## src/rtl/regfile_write_arbiter.sv

```systemverilog
// rtl/regfile_write_arbiter.sv - round-robin arbiter for the register file write port
// Two writeback sources share WE3/A3/WD3; a pending-write scoreboard tracks outstanding destinations.
module regfile_write_arbiter #(
    parameter int DATA_W = 32,
    parameter int ADDR_W = 5
) (
    input  logic                     i_clk,
    input  logic                     i_rst_n,
    input  logic                     i_req0_valid,
    input  logic [ADDR_W-1:0]        i_req0_addr,
    input  logic [DATA_W-1:0]        i_req0_data,
    output logic                     o_req0_ready,
    input  logic                     i_req1_valid,
    input  logic [ADDR_W-1:0]        i_req1_addr,
    input  logic [DATA_W-1:0]        i_req1_data,
    output logic                     o_req1_ready,
    input  logic                     i_issue_valid,
    input  logic [ADDR_W-1:0]        i_issue_addr,
    output logic                     o_we3,
    output logic [ADDR_W-1:0]        o_a3,
    output logic [DATA_W-1:0]        o_wd3,
    output logic [(2**ADDR_W)-1:0]   o_busy
);

    logic                     r_prio;
    logic                     r_we3;
    logic [ADDR_W-1:0]        r_a3;
    logic [DATA_W-1:0]        r_wd3;
    logic [(2**ADDR_W)-1:0]   r_busy;

    logic                     w_grant0;
    logic                     w_grant1;
    logic                     w_xfer;
    logic                     w_prio_nxt;
    logic [ADDR_W-1:0]        w_sel_addr;
    logic [DATA_W-1:0]        w_sel_data;
    logic [(2**ADDR_W)-1:0]   w_busy_nxt;

    // Grants are held low during reset so nothing is handshaken while the pipeline is clearing.
    always_comb begin
        w_grant0 = 1'b0;
        w_grant1 = 1'b0;
        if (i_rst_n) begin
            if (i_req0_valid && i_req1_valid) begin
                w_grant0 = ~r_prio;
                w_grant1 = r_prio;
            end else begin
                w_grant0 = i_req0_valid;
                w_grant1 = i_req1_valid;
            end
        end
    end

    assign w_xfer     = w_grant0 | w_grant1;
    assign w_sel_addr = w_grant1 ? i_req1_addr : i_req0_addr;
    assign w_sel_data = w_grant1 ? i_req1_data : i_req0_data;

    // Priority flips to the requester that did not just win; idle cycles keep it.
    always_comb begin
        w_prio_nxt = r_prio;
        if (w_xfer) begin
            w_prio_nxt = w_grant0;
        end
    end

    always_ff @(posedge i_clk or negedge i_rst_n) begin
        if (!i_rst_n) begin
            r_prio <= 1'b0;
        end else begin
            r_prio <= w_prio_nxt;
        end
    end

    always_ff @(posedge i_clk or negedge i_rst_n) begin
        if (!i_rst_n) begin
            r_we3 <= 1'b0;
            r_a3  <= '0;
            r_wd3 <= '0;
        end else begin
            r_we3 <= w_xfer && (w_sel_addr != '0);
            if (w_xfer) begin
                r_a3  <= w_sel_addr;
                r_wd3 <= w_sel_data;
            end
        end
    end

    // Clear first, then set, so a new issue to the register being written keeps it busy.
    always_comb begin
        w_busy_nxt = r_busy;
        if (r_we3) begin
            w_busy_nxt[r_a3] = 1'b0;
        end
        if (i_issue_valid && (i_issue_addr != '0)) begin
            w_busy_nxt[i_issue_addr] = 1'b1;
        end
        w_busy_nxt[0] = 1'b0;
    end

    always_ff @(posedge i_clk or negedge i_rst_n) begin
        if (!i_rst_n) begin
            r_busy <= '0;
        end else begin
            r_busy <= w_busy_nxt;
        end
    end

    assign o_req0_ready = w_grant0;
    assign o_req1_ready = w_grant1;
    assign o_we3        = r_we3;
    assign o_a3         = r_a3;
    assign o_wd3        = r_wd3;
    assign o_busy       = r_busy;

endmodule
```

## config.mk

```make
export PLATFORM = sky130hd
export DESIGN_NAME = regfile_write_arbiter
export DESIGN_NICKNAME = d
export VERILOG_FILES = /design/src/rtl/regfile_write_arbiter.sv
export SDC_FILE = /design/constraint.sdc
export NUM_CORES = 1
export LEC_CHECK = 0
export CAP_MARGIN = 10
export CORE_UTILIZATION = 41
export CTS_CLUSTER_SIZE = 25
export DETAILED_ROUTE_END_ITERATION = 7
export HOLD_SLACK_MARGIN = 0.03
export PLACE_DENSITY_LB_ADDON = 0.15
export SYNTH_ARGS = -nofsm -noshare
export SYNTH_HDL_FRONTEND = slang
export SYNTH_SLANG_ARGS = --single-unit
```

## constraint.sdc

```tcl
create_clock -name i_clk -period 2.5 [get_ports i_clk]
set_input_delay 0.625 -clock i_clk [delete_from_list [all_inputs] [get_ports i_clk]]
set_output_delay 0.625 -clock i_clk [all_outputs]
set_load 0.005 [all_outputs]
```

==> flow_summary.rst <==
.. list-table::
   :header-rows: 1

   * - Metric
     - Value
   * - Result of the run
     - finished clean
   * - Synth unique cells
     - 26
   * - Dominant register cell in the synthesized netlist
     - dfrtp_1
   * - Pin count of the biggest net entering global routing
     - about 110
   * - Wire length of the first global-routing pass
     - ~17 mm
   * - Worst hold path class
     - input pin to async pin
   * - Post-cts hold buffer count
     - 0
   * - Final worst clock skew
     - 6.75 ps
   * - Final nets
     - around 600
   * - EDFF count, synth
     - 0
   * - Min setup slack post-route
     - between 100 and 150 ps
   * - End-of-flow core utilization
     - roughly 66%
   * - Average instance area after synthesis
     - approximately 9.6 um2
   * - Placed cells
     - a little under 600
   * - Sum of overflow across all layers after global routing
     - 0
   * - Arithmetic-cell share of the synthesized area counting full adders, half adders and majority gates
     - 0%
   * - Slew Viols, Final
     - 0
   * - Chip width
     - 93.1 um
   * - Filler cell count
     - 646
   * - Clock insertion delay at the later pin of the skew report
     - between 300 and 400 ps
   * - Largest voltage drop on the vdd net
     - around 0.27 mV
   * - Worst hold margin
     - between 70 and 80 ps
   * - Largest family of logic cells by synthesized area
     - compound AO/OA/AOI/OAI gates
   * - Total inserted antenna cells
     - 0
   * - Ys async rst share
     - 100%
   * - Logic depth of the worst register-to-register path
     - 5
   * - Share of cells above drive strength 1
     - slightly above 8%
   * - R2R Path Start
     - r_prio$_DFFE_PN0P_
   * - Detailed-placement wirelength estimate
     - around 7 mm
   * - Total via count after detailed routing
     - roughly 3500
   * - Delay of the slowest cell on the worst path
     - around 440 ps
   * - Maximum root-to-sink buffer count
     - 2
   * - Maxcap violations
     - 0
   * - Vias in the first global route
     - 3343
   * - Endpoint of the worst setup timing path
     - o_req0_ready
   * - Weighted congestion at the end of routability-driven global placement
     - between 0.8 and 0.9
   * - Cell types occupying the most area after synthesis
     - dfrtp_1 52%, o21ai_0 9.6%, o2111ai_1 9.5%
   * - Cells after synthesis
     - 355
   * - R2R Setup Slk
     - 1090 ps
   * - Area growth, synth to finish
     - 52.7%
   * - Mux contribution to synthesized area
     - 0%
   * - Capture point of the worst reg-to-reg path
     - o_wd3[19]$_DFFE_PN0P_
   * - Top post-synthesis cells by count
     - 70 x dfrtp_1, 65 x o21ai_0, 41 x nor2_1
   * - Static leakage power
     - ~1.9 nW
   * - Peak fanout along the critical path
     - 3
   * - F_max
     - between 400 and 500 MHz
   * - Worst slew margin relative to its limit
     - 53.7%
   * - CTS sink count
     - 70
   * - Fin. Hold Viols
     - 0
   * - Synth Area in Compound Gates
     - a little under a third
   * - WL per Instance
     - approximately 17 um
   * - All-layer global routing usage
     - around 25%
   * - Remaining number of nets flagged by the antenna check after routing
     - 0
   * - Initial DRT Pass Iterations
     - 7
   * - Actual slew at the worst max-slew pin
     - 694 ps
   * - Floorplan Core Area
     - a little under 8000 um2
   * - Initial antenna violation count
     - 0
   * - Setup repair after global routing missed its margin
     - false
   * - Yosys top cell by area
     - dfrtp_1
   * - Xor and xnor area share after synthesis
     - 0%
   * - Data required, critical path
     - approximately 1900 ps
   * - Total of buffers placed on input and output ports
     - between 150 and 200
   * - Total number of H-tree levels
     - 3
   * - Final non-filler cell total
     - about 600
   * - Warning count from the yosys run
     - 0
   * - Power density over the cells
     - roughly 740 nW/um2
   * - Final critical delay including setup and external delays
     - roughly 2400 ps
   * - Starting density of the core
     - a little over two fifths
   * - Pre-CTS setup slack
     - -205 ps
   * - Ratio of final minimum period to clock period
     - between 90 and 100%
   * - Chip height
     - approximately 93 um
   * - Startpoint type of the worst setup path
     - input pin
   * - Endpoint arrival time on the critical path
     - 1770 ps
   * - Net count after synthesis
     - 439
   * - Clock tree from TritonCTS
     - yes
   * - Seq/Total Area, Yosys
     - between 50% and 60%
   * - CP Cell Sequence
     - clkdlybuf4s50_1, and2b_2, o21ai_2, inv_1, dlygate4sd2_1
   * - Setup violations, final
     - 0
   * - Clk pin slew, worst setup/hold paths
     - approximately 70 ps
   * - Critical setup path kind
     - input pin to primary output
   * - Crit. End Element
     - primary output
   * - Master of the slowest instance on the critical path
     - clkdlybuf4s50_1
   * - TritonCTS Buffers
     - 9
   * - Boundary pin count
     - 156
   * - Simple logic cell fraction of the synthesized area
     - between 10 and 15%
   * - Wire length after detailed routing
     - about 10 mm
   * - Cell area reported after detailed placement
     - between 5000 and 6000 um2
   * - Count of routing violations after the opening detailed-route iteration
     - 191
   * - Area of the die
     - approximately 8700 um2
   * - Floorplan row count
     - 32
   * - Cell with the most instances after synthesis
     - dfrtp_1
   * - Cell Area, Synth
     - between 3000 and 4000 um2
   * - Post-synthesis register bit count
     - 70
   * - Vias per Instance
     - just under 6
   * - Portion of synthesized cell area occupied by the leading cell type
     - around half
   * - Worst Setup SP
     - i_req0_valid
   * - Final standard cell area without fillers
     - between 5000 and 6000 um2
   * - Drt drc
     - 0
   * - Clock root buffer
     - clkbuf_8
[where the power goes]
part / internal, mW / total [mW] / switching (mW)
clock: 0.404 / 0.828 / 0.425
sequential: 1.45 / 1.64 / 0.190
combinational: 0.840 / 1.35 / 0.515
[cells by family (layout without fill, tap and decap cells)]
| family | after synthesis | in the layout |
|---|---|---|
| buffers and inverters | 34 | 185 |
| flip-flops | 70 | 70 |
| AO/OA/AOI/OAI | 178 | 178 |
| AND/OR/NAND/NOR | 72 | 72 |
| other | 1 | 1 |
[sequential cells by signal, summed over array words and instances (netlist names)]
name and flops:
o_a3 5, o_busy 31, o_wd3 32, o_we3 1, r_prio 1
[worst min-delay path by stage]
stage                 start  slack (ps)  depth (start not counted)                   end
floorplan           i_rst_n         330                          0   o_a3[0]$_DFFE_PN0P_
global placement    i_rst_n         430                          1  o_wd3[1]$_DFFE_PN0P_
detailed placement  i_rst_n         430                          1  o_wd3[1]$_DFFE_PN0P_
CTS                 i_rst_n          60                          1  o_wd3[1]$_DFFE_PN0P_
global route        i_rst_n          60                          1  o_wd3[1]$_DFFE_PN0P_
finish              i_rst_n          70                          1  o_wd3[1]$_DFFE_PN0P_
[critical path, delay by kind of cell]
| family | cells | cell delay (ps) |
|---|---|---|
| AND/OR/NAND/NOR | 1 | 240 |
| AO/OA/AOI/OAI | 1 | 140 |
| buffers and inverters | 3 | 760 |
[area by class of cell]
cell class                      instances  area, um2  share of cell area [%]
Clock buffer                           11        151                    2.92
Clock inverter                          4       22.5                   0.434
Inverter                                2       7.51                   0.145
Multi-Input combinational cell        251       1480                    28.5
Sequential cell                        70       1750                    33.7
Tap cell                              102        128                    2.46
Timing Repair Buffer                  168       1650                    31.8
[metrics by stage]
step           power [mW]  setup TNS, ps
4_1_cts              3.85              0
5_1_grt              4.06              0
3_3_place_gp         2.98           -267
6_report             3.82              0
3_5_place_dp         3.02           -315
2_1_floorplan        2.08              0
[layer usage]
layer | track usage (%) | wire length (um) | vias up
met5 | 0 | 0 | -
met3 | 6.91 | 860 | 20
met2 | 40.1 | 5040 | 160
met1 | 31.4 | 4270 | 1672
met4 | 10.0 | 250 | 0
li1 | - | - | 1663
[repair_timing]
| item | CTS | global route |
|---|---|---|
| gates resized for setup | 8 | 0 |
| endpoints found under the setup margin | 2 | 0 |
| buffers inserted | 1 | 0 |
[placed cells by master (no fill, tap or decap)]
| master | instances |
|---|---|
| clkdlybuf4s50_1 | 150 |
| dfrtp_1 | 70 |
| o21ai_0 | 64 |
| nor2_1 | 40 |
| o21ai_1 | 37 |
| o2111ai_1 | 37 |
| a31oi_1 | 37 |
| buf_4 | 14 |
| clkbuf_8 | 11 |
| nand3b_1 | 10 |
| nand3_1 | 4 |
| or3b_4 | 4 |
| or3b_1 | 3 |
| nand2_1 | 3 |
| clkinv_2 | 3 |
| dlygate4sd2_1 | 3 |
| or3_1 | 2 |
| nand2b_4 | 1 |
| nand2_2 | 1 |
| and2b_2 | 1 |
| nor2_2 | 1 |
| o21a_2 | 1 |
| o21ai_2 | 1 |
| inv_1 | 1 |
| nor3_1 | 1 |
| or4_1 | 1 |
| o2bb2ai_1 | 1 |
| inv_2 | 1 |
| conb_1 | 1 |
| clkinvlp_4 | 1 |
| buf_12 | 1 |
(Power assumes the default switching activity.)
==> RTL edit 1: new RTL, config.mk and constraints unchanged <==
The parameter `DATA_W` goes from 32 to 64.
--- a/src/rtl/regfile_write_arbiter.sv
+++ b/src/rtl/regfile_write_arbiter.sv
@@ -2,5 +2,5 @@
 // Two writeback sources share WE3/A3/WD3; a pending-write scoreboard tracks outstanding destinations.
 module regfile_write_arbiter #(
-    parameter int DATA_W = 32,
+    parameter int DATA_W = 64,
     parameter int ADDR_W = 5
 ) (
Interface: changed (resized i_req0_data, i_req1_data and o_wd3); port bits go from 156 to 252. The function was not compared with the original's and may differ.
==> RTL edit 1 against the original RTL <==
  * Worst hold slack improved by 16 ps
  * Power up 49%
  * Die area up 49%
  * Synthesized cell count rose by 54%
  * Sequential cell count grew 32
  * Sequential power up 38%
  * Combinational power increased by 37%
  * Synthesized area up 50%
  * Register-to-register slack worse by 230 ps
  * Cell area rose by 54%
  * Setup slack got worse by 47 ps
  * Global-route usage is 2.2 points higher
  * Wire length rose by 69%
==> RTL edit 1: results (changes against the original RTL) <==
Outcome
  – Outcome: finished clean (unchanged)

Global route
  – GRT met2 Usage: 45.0% (was 40.1%)
  – Met3 Resource Use GR: 6.43% (was 6.91%)
  – First-pass GRT wire length: 27.6 mm (was 16.9 mm)
  – Antenna violations before repair: 1 (was 0)

Clock network
  – CTS sink count: 102 (was 70)
  – Total setup buffers inserted after CTS: 0 (was 1)
  – CTS resizes: 1 (was 8)

Pwr
  – Pwr Density: 709 mW/mm² (was 736 mW/mm²)
  – Leak pwr: 2.88 nW (was 1.89 nW)

Final layout
  – Fillers: 983 (was 646)
  – Fraction of layout cells with a size suffix above 1: 5.74% (was 8.10%)
  – Buffering overhead: 33.3% (was 31.8%)
  – Fraction of area in registers: 31.9% (was 33.7%)
  – Largest register FFs: 64 (was 32)

Place
  – Dpl hpwl: 11.9 mm (was 7.02 mm)
  – PortBufs: 250 (was 154)

Timing
  – PnR worst setup slack: 58.8 ps (was 106 ps)
  – Slew @ Worst Pin: 826 ps (was 694 ps)

Detailed routing
  – Initial drt markers: 489 (was 191)
  – Routed wl met2: 8.50 mm (was 5.04 mm)
  – DRT Wirelength: 17.6 mm (was 10.4 mm)
  – Avg Vias per Cell: 5.86 (was 5.78)

Setup path
  – Reg2reg path depth: 3 (was 5)
  – CP endpoint: o_req1_ready (was o_req0_ready)
  – Critical Path AT: 1820 ps (was 1770 ps)
  – Worst path max stage delay: 570 ps (was 440 ps)

Yosys
  – Synthesized Nets: 693 (was 439)
  – Seq/Total Area, Yosys: 50.0% (was 51.5%)
## RTL edit 1: changes by cell type after synthesis, moves of 3 or more
cell       change
buf_2          -3
dfrtp_1       +32
or3b_4         -4
clkbuf_1      +20
nor2_1        +32
o21ai_1       -16
buf_6          +3
a31oi_1       +32
clkbuf_2      +11
o2111ai_1     +32
o21ai_0       +48
## RTL edit 1: report_power, final
| part | switching, mW | total, mW | internal, mW | leakage [nW] |
|---|---|---|---|---|
| Clock | 0.641 | 1.55 | 0.913 | 0.156 |
| Sequential | 0.230 | 2.27 | 2.04 | 1.13 |
| Combinational | 0.754 | 1.85 | 1.10 | 1.60 |
| Total | 1.63 | 5.67 | 4.05 | 2.88 |
## RTL edit 1: cells by family after synthesis
family                 share of synthesized area (%)
flip-flops                                      50.0
other                                         0.0735
AND/OR/NAND/NOR                                 9.66
buffers and inverters                           6.37
AO/OA/AOI/OAI                                   33.9
==> RTL edit 2: new RTL, same settings <==
Made on the original files. Reset style: synchronous (`i_rst_n`), changed in 3 clocked blocks.
--- a/src/rtl/regfile_write_arbiter.sv
+++ b/src/rtl/regfile_write_arbiter.sv
@@ -64,5 +64,5 @@
     end
 
-    always_ff @(posedge i_clk or negedge i_rst_n) begin
+    always_ff @(posedge i_clk) begin
         if (!i_rst_n) begin
             r_prio <= 1'b0;
@@ -72,5 +72,5 @@
     end
 
-    always_ff @(posedge i_clk or negedge i_rst_n) begin
+    always_ff @(posedge i_clk) begin
         if (!i_rst_n) begin
             r_we3 <= 1'b0;
@@ -98,5 +98,5 @@
     end
 
-    always_ff @(posedge i_clk or negedge i_rst_n) begin
+    always_ff @(posedge i_clk) begin
         if (!i_rst_n) begin
             r_busy <= '0;
Check against the original RTL: differs if i_rst_n is asserted again (counterexample within 4 cycles, from zero or initial values and one cycle with i_rst_n low); with i_rst_n held inactive, the same outputs for 10 cycles.
==> RTL edit 2 against the original RTL <==
  * Sequential cell count stayed put
  * Cell area up 0.36%
  * Core utilization up 0.58 points
  * Global-route usage fell by 0.51 points
  * Wire length down 2.6%
  * Setup slack improved by 27 ps
  * Synthesized area is 0.18% lower
  * Critical endpoint unchanged
  * Largest cell class is now multi-input gates
  * Highest routed layer unchanged
Power is not compared: it rests on default switching activity, and its combinational part moved more than twofold at a synthesized area within 25%.
==> RTL edit 2: results (changes against the original RTL) <==
Detailed routing
  – Vias: 3400 (was 3515)
  – Avg Vias per Cell: 5.53 (was 5.78)
  – Routed wl met2: 4.99 mm (was 5.04 mm)
  – Pre-antenna DRT Iters: 4 (was 7)
  – Metal3 WL: 822 µm (was 860 µm)
  – DRT Wirelength: 10.1 mm (was 10.4 mm)

Place
  – Dpl hpwl: 7.29 mm (was 7.02 mm)
  – GPL Wtd Cong: 0.785 (was 0.846)

Timing
  – Hold WS: 469 ps (was 74.2 ps)
  – Clock skew: 8.62 ps (was 6.75 ps)

Final layout
  – Fraction of layout cells with a size suffix above 1: 14.6% (was 8.10%)
  – Finished Cell Area: 0.00521 mm² (was 0.00519 mm²)
  – Fillers: 672 (was 646)

Setup path
  – R2R Setup Slk: 990 ps (was 1090 ps)
  – Critical Path AT: 1740 ps (was 1770 ps)

Global route
  – Met1 global-route usage: 28.6% (was 31.4%)
  – Vias in the first global route: 3401 (was 3343)
  – Largest net degree at the start of global routing: 74 (was 108)

Yosys
  – Seq/Total Area, Yosys: 41.3% (was 51.5%)
  – Ys async rst share: 0% (was 100%)
  – Synth area leader: dfxtp_1 (was dfrtp_1)
  – Syn_area_per_cell: 9.43 µm² (was 9.58 µm²)
  – Post-synthesis compound-gate area fraction: 28.9% (was 31.9%)
  – Top post-synthesis cells by area: dfxtp_1 (41%), o311ai_2 (18%), nand2_1 (10%) (was dfrtp_1 (52%), o21ai_0 (9.6%), o2111ai_1 (9.5%))
  – Synthesized Nets: 444 (was 439)

Clock network
  – CTS resizes: 3 (was 8)
  – Total setup buffers inserted after CTS: 0 (was 1)

Pwr
  – Tot Pwr: 2.77 mW

Outcome
  – Outcome: finished clean (unchanged)
-- RTL edit 2: changes by cell type in the layout (fill, tap and decap cells not counted), sizes merged, moves of 8 or more --
cell and delta:
a31oi -37, a32o +15, dfrtp -70, dfxtp +70
nand2 +86, nand3 +37, nor2 -36, nor3b +8
o2111ai -37, o211ai +16, o21ai -85, o311ai +37
-- RTL edit 2: area by class of cell --
cell class | count | area share [%]
tap | 102 | 2.45
inverter | 1 | 0.0720
multi-input combinational | 259 | 35.0
timing repair buffer | 167 | 31.5
clock inverter | 7 | 1.70
sequential | 70 | 26.9
clock buffer | 9 | 2.38
-- RTL edit 2: final timing paths --
check,startpoint,endpoint,depth (start not counted)
worst max-delay path,i_req1_valid,o_req0_ready,5
worst min register to register,o_wd3[14]$_SDFFE_PN0P_,o_wd3[14]$_SDFFE_PN0P_,2
worst max register to register,r_prio$_SDFFE_PN0P_,o_wd3[9]$_SDFFE_PN0P_,4
worst min-delay path,o_wd3[14]$_SDFFE_PN0P_,o_wd3[14]$_SDFFE_PN0P_,2
